File: src/rtl/pb_debounce_pkg.sv
// Shared types and helpers for the multi-channel pushbutton debouncer.
package pb_debounce_pkg;

  typedef enum logic [2:0] {
    ST_IDLE,
    ST_COUNT,
    ST_PRESSED,
    ST_HELD,
    ST_LONG,
    ST_AUTO,
    ST_REL_COUNT,
    ST_RELEASED
  } pb_state_e;

  // One timer serves every window, so it is sized by the largest of them.
  function automatic int tmr_w(input int a, input int b, input int c);
    int m;
    m = (a > b) ? a : b;
    m = (m > c) ? m : c;
    return (m < 2) ? 1 : $clog2(m);
  endfunction

endpackage

File: src/rtl/pb_debouncer_channel.sv
// One pushbutton channel: 2-FF synchronizer, debounce/hold/repeat FSM and timer.
module pb_debouncer_channel
  import pb_debounce_pkg::*;
#(
  parameter int DELAY         = 15,
  parameter int HOLD_DELAY    = 50_000_000,
  parameter int REPEAT_PERIOD = 10_000_000
) (
  input  logic clk,
  input  logic rst_n,
  input  logic pb,
  input  logic repeat_en,
  output logic pressed_status,
  output logic pressed_pulse,
  output logic released_pulse,
  output logic long_pulse,
  output logic repeat_pulse
);

  localparam int TW = tmr_w(DELAY, HOLD_DELAY, REPEAT_PERIOD);
  localparam logic [TW-1:0] D_END = TW'(DELAY - 1);
  localparam logic [TW-1:0] H_END = TW'(HOLD_DELAY - 1);
  localparam logic [TW-1:0] R_END = TW'(REPEAT_PERIOD - 1);

  logic [1:0]    sync_q;
  logic          s;
  pb_state_e     state, state_nxt;
  logic [TW-1:0] tmr;
  logic          tmr_inc, tmr_clr;
  logic          long_done;

  assign s = sync_q[1];

  always_ff @(posedge clk) begin
    if (!rst_n) begin
      sync_q    <= '0;
      state     <= ST_IDLE;
      tmr       <= '0;
      long_done <= 1'b0;
    end else begin
      sync_q <= {sync_q[0], pb};
      state  <= state_nxt;
      // Any state change restarts the shared timer.
      if (tmr_clr || (state_nxt != state)) tmr <= '0;
      else if (tmr_inc)                     tmr <= tmr + 1'b1;
      if (state == ST_LONG)          long_done <= 1'b1;
      else if (state == ST_RELEASED) long_done <= 1'b0;
    end
  end

  always_comb begin
    state_nxt      = state;
    tmr_inc        = 1'b0;
    tmr_clr        = 1'b0;
    pressed_status = 1'b0;
    pressed_pulse  = 1'b0;
    released_pulse = 1'b0;
    long_pulse     = 1'b0;
    repeat_pulse   = 1'b0;
    case (state)
      ST_IDLE: if (s) state_nxt = ST_COUNT;
      ST_COUNT: begin
        if (!s)               state_nxt = ST_IDLE;
        else if (tmr == D_END) state_nxt = ST_PRESSED;
        else                  tmr_inc   = 1'b1;
      end
      ST_PRESSED: begin
        pressed_pulse  = 1'b1;
        pressed_status = 1'b1;
        state_nxt      = ST_HELD;
      end
      ST_HELD: begin
        pressed_status = 1'b1;
        if (!s)               state_nxt = ST_REL_COUNT;
        else if (tmr == H_END) state_nxt = ST_LONG;
        else                  tmr_inc   = 1'b1;
      end
      ST_LONG: begin
        long_pulse     = 1'b1;
        pressed_status = 1'b1;
        state_nxt      = ST_AUTO;
      end
      ST_AUTO: begin
        pressed_status = 1'b1;
        repeat_pulse   = (tmr == R_END) && repeat_en;
        if (!s)               state_nxt = ST_REL_COUNT;
        else if (tmr == R_END) tmr_clr   = 1'b1;
        else                  tmr_inc   = 1'b1;
      end
      ST_REL_COUNT: begin
        pressed_status = 1'b1;
        // A bounce returns to the hold phase we came from, with no event.
        if (s)                state_nxt = long_done ? ST_AUTO : ST_HELD;
        else if (tmr == D_END) state_nxt = ST_RELEASED;
        else                  tmr_inc   = 1'b1;
      end
      ST_RELEASED: begin
        released_pulse = 1'b1;
        state_nxt      = ST_IDLE;
      end
      default: state_nxt = ST_IDLE;
    endcase
  end

endmodule

File: src/rtl/pb_debouncer_multi.sv
// N_CH independent pushbutton debouncers with press/release/long/auto-repeat events.
module pb_debouncer_multi
  import pb_debounce_pkg::*;
#(
  parameter int N_CH          = 4,
  parameter int DELAY         = 15,
  parameter int HOLD_DELAY    = 50_000_000,
  parameter int REPEAT_PERIOD = 10_000_000
) (
  input  logic            clk,
  input  logic            rst_n,
  input  logic [N_CH-1:0] pb,
  input  logic [N_CH-1:0] repeat_en,
  output logic [N_CH-1:0] pressed_status,
  output logic [N_CH-1:0] pressed_pulse,
  output logic [N_CH-1:0] released_pulse,
  output logic [N_CH-1:0] long_pulse,
  output logic [N_CH-1:0] repeat_pulse
);

  for (genvar i = 0; i < N_CH; i++) begin : g_ch
    pb_debouncer_channel #(
      .DELAY         (DELAY),
      .HOLD_DELAY    (HOLD_DELAY),
      .REPEAT_PERIOD (REPEAT_PERIOD)
    ) u_ch (
      .clk            (clk),
      .rst_n          (rst_n),
      .pb             (pb[i]),
      .repeat_en      (repeat_en[i]),
      .pressed_status (pressed_status[i]),
      .pressed_pulse  (pressed_pulse[i]),
      .released_pulse (released_pulse[i]),
      .long_pulse     (long_pulse[i]),
      .repeat_pulse   (repeat_pulse[i])
    );
  end

endmodule

File: config.mk
export PLATFORM = sky130hd
export DESIGN_NAME = pb_debouncer_multi
export DESIGN_NICKNAME = d
export VERILOG_FILES = /design/src/rtl/pb_debounce_pkg.sv /design/src/rtl/pb_debouncer_channel.sv /design/src/rtl/pb_debouncer_multi.sv
export SDC_FILE = /design/constraint.sdc
export NUM_CORES = 1
export LEC_CHECK = 0
export BUFFER_PORTS_ARGS = -buffer_cell sky130_fd_sc_hd__buf_2
export CAP_MARGIN = 20
export CORE_AREA = 2 2 128 130
export CTS_CLUSTER_DIAMETER = 100
export DETAILED_ROUTE_END_ITERATION = 10
export DIE_AREA = 0 0 130 132
export GPL_ROUTABILITY_DRIVEN = 0
export HOLD_SLACK_MARGIN = 0.05
export PLACE_DENSITY = 0.71
export SLEW_MARGIN = 20
export SYNTH_ARGS = -nofsm -noshare
export SYNTH_HDL_FRONTEND = slang
export SYNTH_HIERARCHICAL = 1
export SYNTH_SLANG_ARGS = --single-unit
File: constraint.sdc
create_clock -name clk -period 3.5 [get_ports clk]
set_input_delay 0.35 -clock clk [delete_from_list [all_inputs] [get_ports clk]]
set_output_delay 0.35 -clock clk [all_outputs]
set_load 0.005 [all_outputs]
==> results of run 1 <==
==> kinds of logic (layout without fill, tap and decap cells) <==
family	after synthesis	after routing	share of synthesized area
DFF	128	128	0.299
and+or+nand+nor	518	518	0.354
AOI/OAI and AO/OA	277	277	0.228
xor gates and xnor gates	20	20	0.0204
adders and majority gates	8	8	0.0117
muxes	3	3	0.00350
buffers and inverters	114	95	0.0835
==> through the flow <==
step | area (um^2) | total power, W
final | 9130 | 0.00361
after CTS | 9130 | 0.00364
after floorplan | 8580 | 0.00157
after global placement | 8440 | 0.00159
after detailed placement | 8440 | 0.00159
after global routing | 9130 | 0.00371
==> layout make-up <==
cell class	instances	area (um^2)
clock buffer	20	457
clock inverter	12	230
sequential	128	2560
fill	1448	6580
inverter	25	93.8
tap	216	270
timing repair buffer	38	213
multi-input combinational	826	5300
==> power by group through the flow <==
stage | sequential, W | clock (W) | combinational (W)
2_1_floorplan | 0.00150 | 0 | 0.0000733
5_1_grt | 0.00147 | 0.00215 | 0.0000899
3_3_place_gp | 0.00151 | 0 | 0.0000811
3_5_place_dp | 0.00150 | 0 | 0.0000815
6_report | 0.00147 | 0.00206 | 0.0000802
4_1_cts | 0.00147 | 0.00209 | 0.0000814
==> metal layers <==
layer	global-route usage	wire length [um]	vias up
li1	-	-	4025
met5	0	0	-
met1	0.332	9640	3781
met4	0.0759	344	0
met3	0.0479	961	35
met2	0.378	9540	229
==> worst max path at each step <==
stage / end / cells after the start
2_1_floorplan: g_ch[3].u_ch/tmr[0] / 12
3_5_place_dp: g_ch[3].u_ch/tmr[22] / 9
6_report: g_ch[0].u_ch/tmr[17] / 9
4_1_cts: g_ch[1].u_ch/tmr[18] / 8
3_3_place_gp: g_ch[1].u_ch/tmr[13] / 8
5_1_grt: g_ch[1].u_ch/tmr[11] / 8
==> worst register-to-register path, cell delays in order (launching register included) <==
cell                      delay [ns]
sky130_fd_sc_hd__dfxtp_1        0.33
sky130_fd_sc_hd__inv_1          0.10
sky130_fd_sc_hd__ha_1           0.17
sky130_fd_sc_hd__or4b_1         0.44
sky130_fd_sc_hd__nor4_1         0.37
sky130_fd_sc_hd__a31oi_1        0.23
sky130_fd_sc_hd__a32oi_2        0.39
sky130_fd_sc_hd__and2_4         0.47
sky130_fd_sc_hd__or4_1          0.21
sky130_fd_sc_hd__a21oi_2        0.05
==> sequential cells by signal, indices dropped and copies added (netlist names) <==
name,flops
g_ch.u_ch/state,12
g_ch.u_ch/tmr,104
g_ch.u_ch/sync_q,8
g_ch.u_ch/long_done,4
==> cell usage in the layout, fill, tap and decap left out, types with 20 or more instances in the layout <==
cell and n:
sky130_fd_sc_hd__nor2_1 69, sky130_fd_sc_hd__a21oi_1 65, sky130_fd_sc_hd__xnor2_1 20, sky130_fd_sc_hd__inv_1 24, sky130_fd_sc_hd__a21oi_2 54, sky130_fd_sc_hd__buf_2 29
sky130_fd_sc_hd__o31ai_1 61, sky130_fd_sc_hd__nand3_1 58, sky130_fd_sc_hd__nand2_1 79, sky130_fd_sc_hd__nand4_1 49, sky130_fd_sc_hd__or4_1 59, sky130_fd_sc_hd__or3_1 33
sky130_fd_sc_hd__o21ai_1 23, sky130_fd_sc_hd__dfxtp_1 128, sky130_fd_sc_hd__nor3_1 32
==> results.py, run 1 <==
metrics = {
    "synth": {
        "synth.top_cells.by_count": "sky130_fd_sc_hd__dfxtp_1, sky130_fd_sc_hd__nand2_1, sky130_fd_sc_hd__nor2_1, sky130_fd_sc_hd__a21oi_1, sky130_fd_sc_hd__o31ai_1",
        "synth_area_leader_cell": "sky130_fd_sc_hd__dfxtp_1",
        "synthesis.yosys.warnings": 6,
        "synth.area.top_cells": "sky130_fd_sc_hd__dfxtp_1, sky130_fd_sc_hd__a21oi_2, sky130_fd_sc_hd__o31ai_1, sky130_fd_sc_hd__or4_1, sky130_fd_sc_hd__a21oi_1",
        "yosys.area.top_type_share": 0.299,
        "synth-edff-count": 0,
        "synth_async_sr_flop_share": 0,
        "synthMostInstantiatedCell": "sky130_fd_sc_hd__dfxtp_1",
        "synth.yosys.seq_area_share": 0.299,
        "yosys.cell_types.count": 61,
        "synth_fp_nets": 1086,
        "synth_area_per_cell_um2": 8.04,
        "syn-cell-area_um2": 8580,
        "syn-instance-count": 1068,
        "synth_ff_type": "sky130_fd_sc_hd__dfxtp_1",
        "ys_ff_latch": 128,
    },
    "cts": {
        "clkTransAtPathRegs_ns": 0.06,
        "cts_tree": "yes",
        "worst_skew_pair.late_latency_ns": 0.43,
        "clock-root-buffer": "sky130_fd_sc_hd__clkbuf_16",
        "cts_inserted_buffers": 17,
        "cts_resized": 0,
        "post_cts_hold_buffer_count": 0,
        "postCtsSetupRepairBufs": 0,
        "cts_max_level": 4,
        "cts_max_path_buffers": 2,
        "clkSinkCount": 128,
    },
    "timing": {
        "setup-violations-final": 0,
        "worst_slew_pin_slew_ns": 0.817,
        "pnr_worst_setup_slack_ns": 0.621,
        "hold-worst-slack_ns": 0.130,
        "relSlewSlack": 0.450,
        "final.min_clock_period_ns": 2.88,
        "worst_skew_ns": 0.0101,
        "report.final.slew_viol_count": 0,
        "fmaxAchievable_mhz": 347,
        "setup_repair_after_global_routing_missed_its_margin": "false",
        "report.final.hold_viol_count": 0,
        "post-route-period-util": 0.823,
        "fin_tns_setup_ns": 0,
    },
    "pwr": {
        "combinational_power_share": 0.022,
        "p_seq_frac": 0.408,
        "power_report.internal_total_w": 0.00286,
        "p_leak_nw": 2.53,
        "total_switching_power_w": 0.000750,
        "vdd_drop_max_mv": 0.362,
        "switching_part_of_the_total": 0.208,
        "p_per_area_nw_per_um2": 396,
        "clkPwrFrac": 0.570,
    },
    "floorplanning": {
        "die_h_um": 132,
        "core.rowCount": 46,
        "placeableCoreArea_um2": 15700,
        "ioPinCount": 30,
        "die-area_um2": 17200,
        "initial_utilization": 0.546,
        "die_w_um": 130,
    },
    "worst_setup_path": {
        "worst-r2r-setup-slack_ns": 0.62,
        "critical-path-max-stage-delay_ns": 0.47,
        "start_kind": "register",
        "worstPathRequired_ns": 3.81,
        "worst_reg2reg_path_depth": 9,
        "worst-endpoint-arrival_ns": 3.19,
        "path_max_fanout": 43,
        "worstSetupPathType": "reg -> reg",
        "timing.critical_path.slowest_stage_cell": "sky130_fd_sc_hd__and2_4",
        "critical_path.endpoint_type": "register",
        "crit_chain": "inv_1 > ha_1 > or4b_1 > nor4_1 > a31oi_1 > a32oi_2 > and2_4 > or4_1 > a21oi_2",
        "crit_family": "simple AND/OR/NAND/NOR gates",
        "number_of_buffers_and_inverters_on_the_critical_path": 1,
        "worst_r2r_endpoint": "g_ch[0].u_ch/tmr[17]",
        "worstSetupStartpoint": "g_ch[0].u_ch/tmr[0]",
        "regToRegStartpoint": "g_ch[0].u_ch/tmr[0]",
    },
    "place": {
        "place.detailed.hpwl_um": 13800,
        "numPlacedInstances": 1233,
        "dp_slack_ns": 0.685,
        "placement.io_buffers": 29,
    },
    "grt": {
        "grt_max_degree": 44,
        "global_route_wire_length_before_repair_um": 34500,
        "antenna_violations_before_repair": 0,
        "first_global_vias": 7105,
        "grt_util_all_layers": 0.241,
        "global_route.overflow_total": 0,
    },
    "routing": {
        "detailedRoute.firstIterationViolations": 861,
        "final_antenna_net_count": 0,
        "detail_route.wirelength_um": 20500,
        "vias": 8070,
        "routedWlPerCell_um": 16.2,
        "vias_per_cell": 6.38,
        "drc_errors": 0,
        "first_pass_iters": 5,
    },
    "cells_and_area": {
        "synthToLayoutAreaGrowth_pct": 6.37,
        "drive_gt1_frac": 0.151,
        "final_net_count": 1054,
        "antenna_cells_inserted": 0,
        "layout.core_utilization": 0.581,
        "final_cells": 1265,
    },
    "worst_hold_path": {
        "timing.hold.worst.class": "in -> reg",
        "holdCritStartpoint": "pb[1]",
        "worstHoldEndpoint": "g_ch[1].u_ch/sync_q[0]",
        "hold-path-cell-count": 2,
    },
    "flow_run": {
        "max-cap-violations": 0,
    },
    "outcome": {
        "status": "completed",
    },
}
(Power assumes the default switching activity.)
==> run 2, diff against run 1 <==
- clock period: 3.5 -> 2.9 ns (I/O delays scaled with it)
==> results.py, run 2 (synthesis gave the netlist of run 1 again) <==
metrics = {
    "routing": {
        "vias": 8353,
        "vias_per_cell": 6.44,
        "detail_route.wirelength_um": 21300,
        "drc_errors": 0,
        "first_pass_iters": 7,
        "routedWlPerCell_um": 16.4,
        "final_antenna_net_count": 0,
        "detailedRoute.firstIterationViolations": 885,
    },
    "timing": {
        "fmaxAchievable_mhz": 364,
        "worst_skew_ns": 0.00694,
        "setup-violations-final": 0,
        "report.final.slew_viol_count": 0,
        "post-route-period-util": 0.948,
        "relSlewSlack": 0.494,
        "worst_slew_pin_slew_ns": 0.756,
        "fin_tns_setup_ns": 0,
        "report.final.hold_viol_count": 0,
        "final.min_clock_period_ns": 2.75,
        "hold-worst-slack_ns": 0.0784,
        "setup_repair_after_global_routing_missed_its_margin": "false",
    },
    "floorplanning": {
        "die-area_um2": 17200,
        "ioPinCount": 30,
        "initial_utilization": 0.546,
        "die_w_um": 130,
        "die_h_um": 132,
        "placeableCoreArea_um2": 15700,
        "core.rowCount": 46,
    },
    "worst_hold_path": {
        "timing.hold.worst.class": "in -> reg",
        "holdCritStartpoint": "pb[1]",
    },
    "cts": {
        "cts_tree": "yes",
        "worst_skew_pair.late_latency_ns": 0.42,
        "clock-root-buffer": "sky130_fd_sc_hd__clkbuf_16",
        "cts_max_level": 4,
        "cts_max_path_buffers": 2,
        "clkTransAtPathRegs_ns": 0.05,
        "postCtsSetupRepairBufs": 0,
        "clkSinkCount": 128,
        "cts_inserted_buffers": 17,
    },
    "grt": {
        "global_route_wire_length_before_repair_um": 35600,
        "first_global_vias": 7401,
        "global_route.overflow_total": 0,
        "grt_max_degree": 44,
        "grt_util_all_layers": 0.250,
        "antenna_violations_before_repair": 0,
    },
    "pwr": {
        "power_report.internal_total_w": 0.00323,
        "clkPwrFrac": 0.537,
        "vdd_drop_max_mv": 0.448,
        "total_switching_power_w": 0.000855,
        "p_leak_nw": 2.69,
        "combinational_power_share": 0.028,
        "p_seq_frac": 0.435,
        "switching_part_of_the_total": 0.209,
        "p_per_area_nw_per_um2": 437,
    },
    "worst_setup_path": {
        "worst-r2r-setup-slack_ns": 0.15,
        "path_max_fanout": 22,
        "critical-path-max-stage-delay_ns": 0.45,
        "worst-endpoint-arrival_ns": 3.09,
        "critical_path.endpoint_type": "register",
        "start_kind": "register",
        "regToRegStartpoint": "g_ch[0].u_ch/tmr[0]",
        "crit_chain": "inv_1 > ha_1 > or4b_1 > nor4_1 > a31oi_1 > a32oi_2 > and2_4 > o31ai_1 > a21oi_1",
        "worstPathRequired_ns": 3.24,
        "worstSetupStartpoint": "g_ch[0].u_ch/tmr[0]",
        "timing.critical_path.slowest_stage_cell": "sky130_fd_sc_hd__or4b_1",
        "worstSetupPathType": "reg -> reg",
    },
    "cells_and_area": {
        "flip_flop_count_of_the_largest_register_after_layout": 104,
        "synthToLayoutAreaGrowth_pct": 8.99,
        "n_fill_cell": 1405,
        "final_net_count": 1089,
        "antenna_cells_inserted": 0,
        "largest_registers": "g_ch.u_ch/tmr: 104 flops, g_ch.u_ch/state: 12 flops, g_ch.u_ch/sync_q: 8 flops",
        "max_flop_register": "g_ch.u_ch/tmr",
        "drive_gt1_frac": 0.175,
        "final_instance_area_um2": 9360,
        "commonest_cells_after_routing_fill_and_taps_aside": "sky130_fd_sc_hd__dfxtp_1, sky130_fd_sc_hd__nand2_1, sky130_fd_sc_hd__nor2_1",
        "layout.core_utilization": 0.595,
        "final_cells": 1298,
        "layout_commonest_cell": "sky130_fd_sc_hd__dfxtp_1",
    },
    "flow_run": {
        "max-cap-violations": 0,
    },
    "place": {
        "place_area_um2": 8740,
        "place.detailed.hpwl_um": 14500,
        "placement.io_buffers": 29,
        "numPlacedInstances": 1266,
    },
    "outcome": {
        "status": "completed",
    },
}
## run 2: cell count changes in the layout (fill, tap and decap cells not counted), sizes merged
cell	before	now
buf	38	71
clkbuf	20	24
bufinv	6	3
and2	19	21
clkinvlp	2	0
inv	25	24
## run 2: critical path, delay by kind of cell (launching register included)
family          cells  cell delay [ns]
compound gates      4             0.95
fa+ha+maj           1             0.17
buf+inv             1             0.09
flops               1             0.33
simple gates        3             1.12
## run 2: through the flow
stage,total power (W),worst slack (ns)
2_1_floorplan,0.00189,0.394
3_3_place_gp,0.00193,0.122
3_5_place_dp,0.00193,0.149
4_1_cts,0.00412,0.0966
5_1_grt,0.00422,0.0216
6_report,0.00409,0.151
## run 2: timing repair
action	in CTS	in global routing
gates resized for setup	0	2
hold buffers	0	0
endpoints found under the setup margin	0	35
## run 2: routing by layer
metal,vias to the layer above,share of wire,GRT usage,wire length (um)
li1,4087,-,-,-
met1,3953,0.46,0.346,9890
met2,283,0.47,0.390,10100
met3,30,0.048,0.0406,1030
met4,0,0.015,0.0920,328
met5,-,0,0,0
## run 2: cell type report
cell class | count | area (um^2) | area share
clock inverters | 6 | 105 | 0.0112
well taps | 216 | 270 | 0.0289
repair buffers | 71 | 510 | 0.0546
inverters | 25 | 93.8 | 0.0100
multi-input cells | 828 | 5320 | 0.569
clock buffers | 24 | 492 | 0.0526
flip-flops and latches | 128 | 2560 | 0.274
## run 2: power groups by stage
stage / sequential, W / clock [W] / combinational (W)
after floorplan: 0.00181 / 0 / 0.0000884
after global placement: 0.00181 / 0 / 0.000113
after detailed placement: 0.00181 / 0 / 0.000115
after CTS: 0.00178 / 0.00223 / 0.000115
after global routing: 0.00178 / 0.00231 / 0.000125
final: 0.00178 / 0.00220 / 0.000114
## run 2: path summary, 6_finish.rpt
path                                               end  cells past startpoint
worst max-delay path              g_ch[0].u_ch/tmr[15]                      9
worst min-delay path            g_ch[1].u_ch/sync_q[0]                      2
worst max register to register    g_ch[0].u_ch/tmr[15]                      9
worst min register to register  g_ch[0].u_ch/sync_q[1]                      1
==> run 3, diff against run 2 <==
- CORE_AREA: 2 2 128 130 -> 8 8 123 125
- DIE_AREA: 0 0 130 132 -> 0 0 131 133
- PLACE_DENSITY: 0.71 -> 0.72
- SYNTH_HIERARCHICAL: 1 -> unset
==> results.py, run 3 <==
metrics = {
    "floorplanning": {
        "core.rowCount": 42,
        "placeableCoreArea_um2": 13100,
        "initial_utilization": 0.544,
        "ioPinCount": 30,
        "die_w_um": 131,
        "die-area_um2": 17400,
        "die_h_um": 133,
    },
    "cts": {
        "cts_resized": 0,
        "post_cts_hold_buffer_count": 0,
        "clkTransAtPathRegs_ns": 0.06,
        "postCtsSetupRepairBufs": 0,
        "worst_skew_pair.late_latency_ns": 0.42,
        "cts_max_path_buffers": 2,
        "cts_inserted_buffers": 17,
        "clock-root-buffer": "sky130_fd_sc_hd__clkbuf_16",
        "clkSinkCount": 128,
        "cts_max_level": 4,
        "cts_tree": "yes",
    },
    "synth": {
        "syn-cell-area_um2": 7120,
        "synthesis.yosys.warnings": 0,
        "synth_fp_nets": 925,
        "synth_area_leader_cell": "sky130_fd_sc_hd__dfxtp_1",
        "ys_ff_latch": 128,
        "syn-instance-count": 907,
        "synth-edff-count": 0,
        "synth_area_per_cell_um2": 7.85,
        "synth_async_sr_flop_share": 0,
        "synth.top_cells.by_count": "sky130_fd_sc_hd__nor2_1, sky130_fd_sc_hd__dfxtp_1, sky130_fd_sc_hd__nand2_1, sky130_fd_sc_hd__xor2_1, sky130_fd_sc_hd__nand4_1",
        "yosys.area.top_type_share": 0.360,
        "yosys.cell_types.count": 64,
        "synth_ff_type": "sky130_fd_sc_hd__dfxtp_1",
        "synth.yosys.seq_area_share": 0.360,
        "synthMostInstantiatedCell": "sky130_fd_sc_hd__nor2_1",
        "synth.area.top_cells": "sky130_fd_sc_hd__dfxtp_1, sky130_fd_sc_hd__nor2_1, sky130_fd_sc_hd__xor2_1, sky130_fd_sc_hd__nand4_1, sky130_fd_sc_hd__xnor2_1",
    },
    "flow_run": {
        "max-cap-violations": 0,
    },
    "cells_and_area": {
        "layout.core_utilization": 0.612,
        "commonest_cells_after_routing_fill_and_taps_aside": "sky130_fd_sc_hd__nor2_1, sky130_fd_sc_hd__dfxtp_1, sky130_fd_sc_hd__nand2_1",
        "antenna_cells_inserted": 0,
        "final_cells": 1101,
        "final_net_count": 930,
        "flip_flop_count_of_the_largest_register_after_layout": 104,
        "layout_commonest_cell": "sky130_fd_sc_hd__nor2_1",
        "synthToLayoutAreaGrowth_pct": 12.6,
        "drive_gt1_frac": 0.106,
        "largest_registers": "g_ch.u_ch.tmr: 104 flops, g_ch.u_ch.state: 12 flops, g_ch.u_ch.sync_q: 8 flops",
        "n_fill_cell": 1130,
        "max_flop_register": "g_ch.u_ch.tmr",
    },
    "routing": {
        "vias": 6329,
        "detailedRoute.firstIterationViolations": 554,
        "detail_route.wirelength_um": 15700,
        "first_pass_iters": 5,
        "final_antenna_net_count": 0,
        "routedWlPerCell_um": 14.2,
        "vias_per_cell": 5.75,
        "drc_errors": 0,
    },
    "timing": {
        "fin_tns_setup_ns": 0,
        "fmaxAchievable_mhz": 373,
        "post-route-period-util": 0.924,
        "worst_slew_pin_slew_ns": 0.973,
        "worst_skew_ns": 0.00647,
        "setup_repair_after_global_routing_missed_its_margin": "false",
        "setup-violations-final": 0,
        "relSlewSlack": 0.348,
        "final.min_clock_period_ns": 2.68,
        "report.final.slew_viol_count": 0,
        "report.final.hold_viol_count": 0,
    },
    "worst_setup_path": {
        "start_kind": "register",
        "worstPathRequired_ns": 2.61,
        "critical_path.endpoint_type": "output pin",
        "worstSetupPathType": "reg -> out",
        "worst-endpoint-arrival_ns": 2.39,
        "path_max_fanout": 6,
    },
    "grt": {
        "global_route.overflow_total": 0,
        "global_route_wire_length_before_repair_um": 27600,
        "grt_max_degree": 28,
        "first_global_vias": 5795,
        "antenna_violations_before_repair": 0,
        "grt_util_all_layers": 0.190,
    },
    "pwr": {
        "p_leak_nw": 2.79,
        "fin_total_pwr_w": 0.00437,
        "power_report.internal_total_w": 0.00349,
        "switching_part_of_the_total": 0.200,
        "total_switching_power_w": 0.000872,
        "combinational_power_share": 0.021,
        "clkPwrFrac": 0.571,
        "p_seq_frac": 0.407,
        "vdd_drop_max_mv": 0.442,
        "p_per_area_nw_per_um2": 545,
    },
    "place": {
        "placement.io_buffers": 29,
        "place.detailed.hpwl_um": 10800,
        "numPlacedInstances": 1069,
    },
    "worst_hold_path": {
        "timing.hold.worst.class": "in -> reg",
    },
    "outcome": {
        "status": "completed",
    },
}
==> run 3: cell count changes in the layout (fill, tap and decap cells not counted), sizes merged, moves of 11 or more <==
cell,change
buf,-21
nor2,+78
o31ai,-49
xor2,+53
or4,-52
xnor2,+15
nor3,-11
nand2,-13
nand3,-27
a21oi,-81
or3,-20
==> run 3: cell families after synthesis <==
logic type / synth area share
mux: 0.00141
simple gates: 0.331
flops: 0.360
fa+ha+maj: 0.0141
xor+xnor: 0.108
compound gates: 0.123
buf+inv: 0.0626
==> run 3: per-stage QoR <==
stage	cell area [um^2]	hold WS [ns]	setup slack, ns
after floorplan	7120	0.412	0.461
after global placement	7320	0.416	0.338
after detailed placement	7320	0.418	0.255
after CTS	8010	0.0519	0.225
after global routing	8010	0.0741	0.0629
final	8010	0.0737	0.219
==> run 3: final cells by class <==
class                      count  area [um^2]  share of cell area
clock buffer                  17          425              0.0531
multi-input combinational    686         4120               0.514
timing repair buffer          50          315              0.0394
clock inverter                15          264              0.0329
tap                          176          220              0.0275
sequential                   128         2560               0.320
inverter                      29          109              0.0136
==> run 3: power groups by stage <==
stage           logic, W  clock network (W)  registers, W
4_1_cts        0.0000939            0.00255       0.00178
3_3_place_gp   0.0000939                  0       0.00182
3_5_place_dp   0.0000936                  0       0.00182
2_1_floorplan  0.0000696                  0       0.00181
6_report       0.0000930            0.00249       0.00178
5_1_grt         0.000104            0.00262       0.00178
==> run 3: routing by layer <==
metal / part of all wire / GRT usage / vias up
met5: 0 / 0 / -
met2: 0.45 / 0.283 / 132
li1: - / - / 3214
met3: 0.042 / 0.0450 / 20
met1: 0.50 / 0.261 / 2963
met4: 0.015 / 0.0670 / 0
==> run 3: final timing paths <==
kind / start / endpoint / slack [ns] / depth (start not counted)
worst max-delay path: g_ch[3].u_ch.tmr[1] / repeat_pulse[3] / 0.22 / 7
worst min-delay path: pb[3] / g_ch[3].u_ch.sync_q[0] / 0.07 / 2
worst max register to register: g_ch[1].u_ch.tmr[8] / g_ch[1].u_ch.tmr[11] / 0.23 / 8
worst min register to register: g_ch[1].u_ch.sync_q[0] / g_ch[1].u_ch.sync_q[1] / 0.43 / 1
==> run 3: worst max-delay path, cell delays in order, from the launching register on <==
cell and delay (ns):
sky130_fd_sc_hd__dfxtp_1 0.42, sky130_fd_sc_hd__ha_1 0.25, sky130_fd_sc_hd__nand2_1 0.11, sky130_fd_sc_hd__or3_1 0.38, sky130_fd_sc_hd__nor4b_1 0.45, sky130_fd_sc_hd__nand2_1 0.14, sky130_fd_sc_hd__nor2_1 0.11, sky130_fd_sc_hd__buf_2 0.11
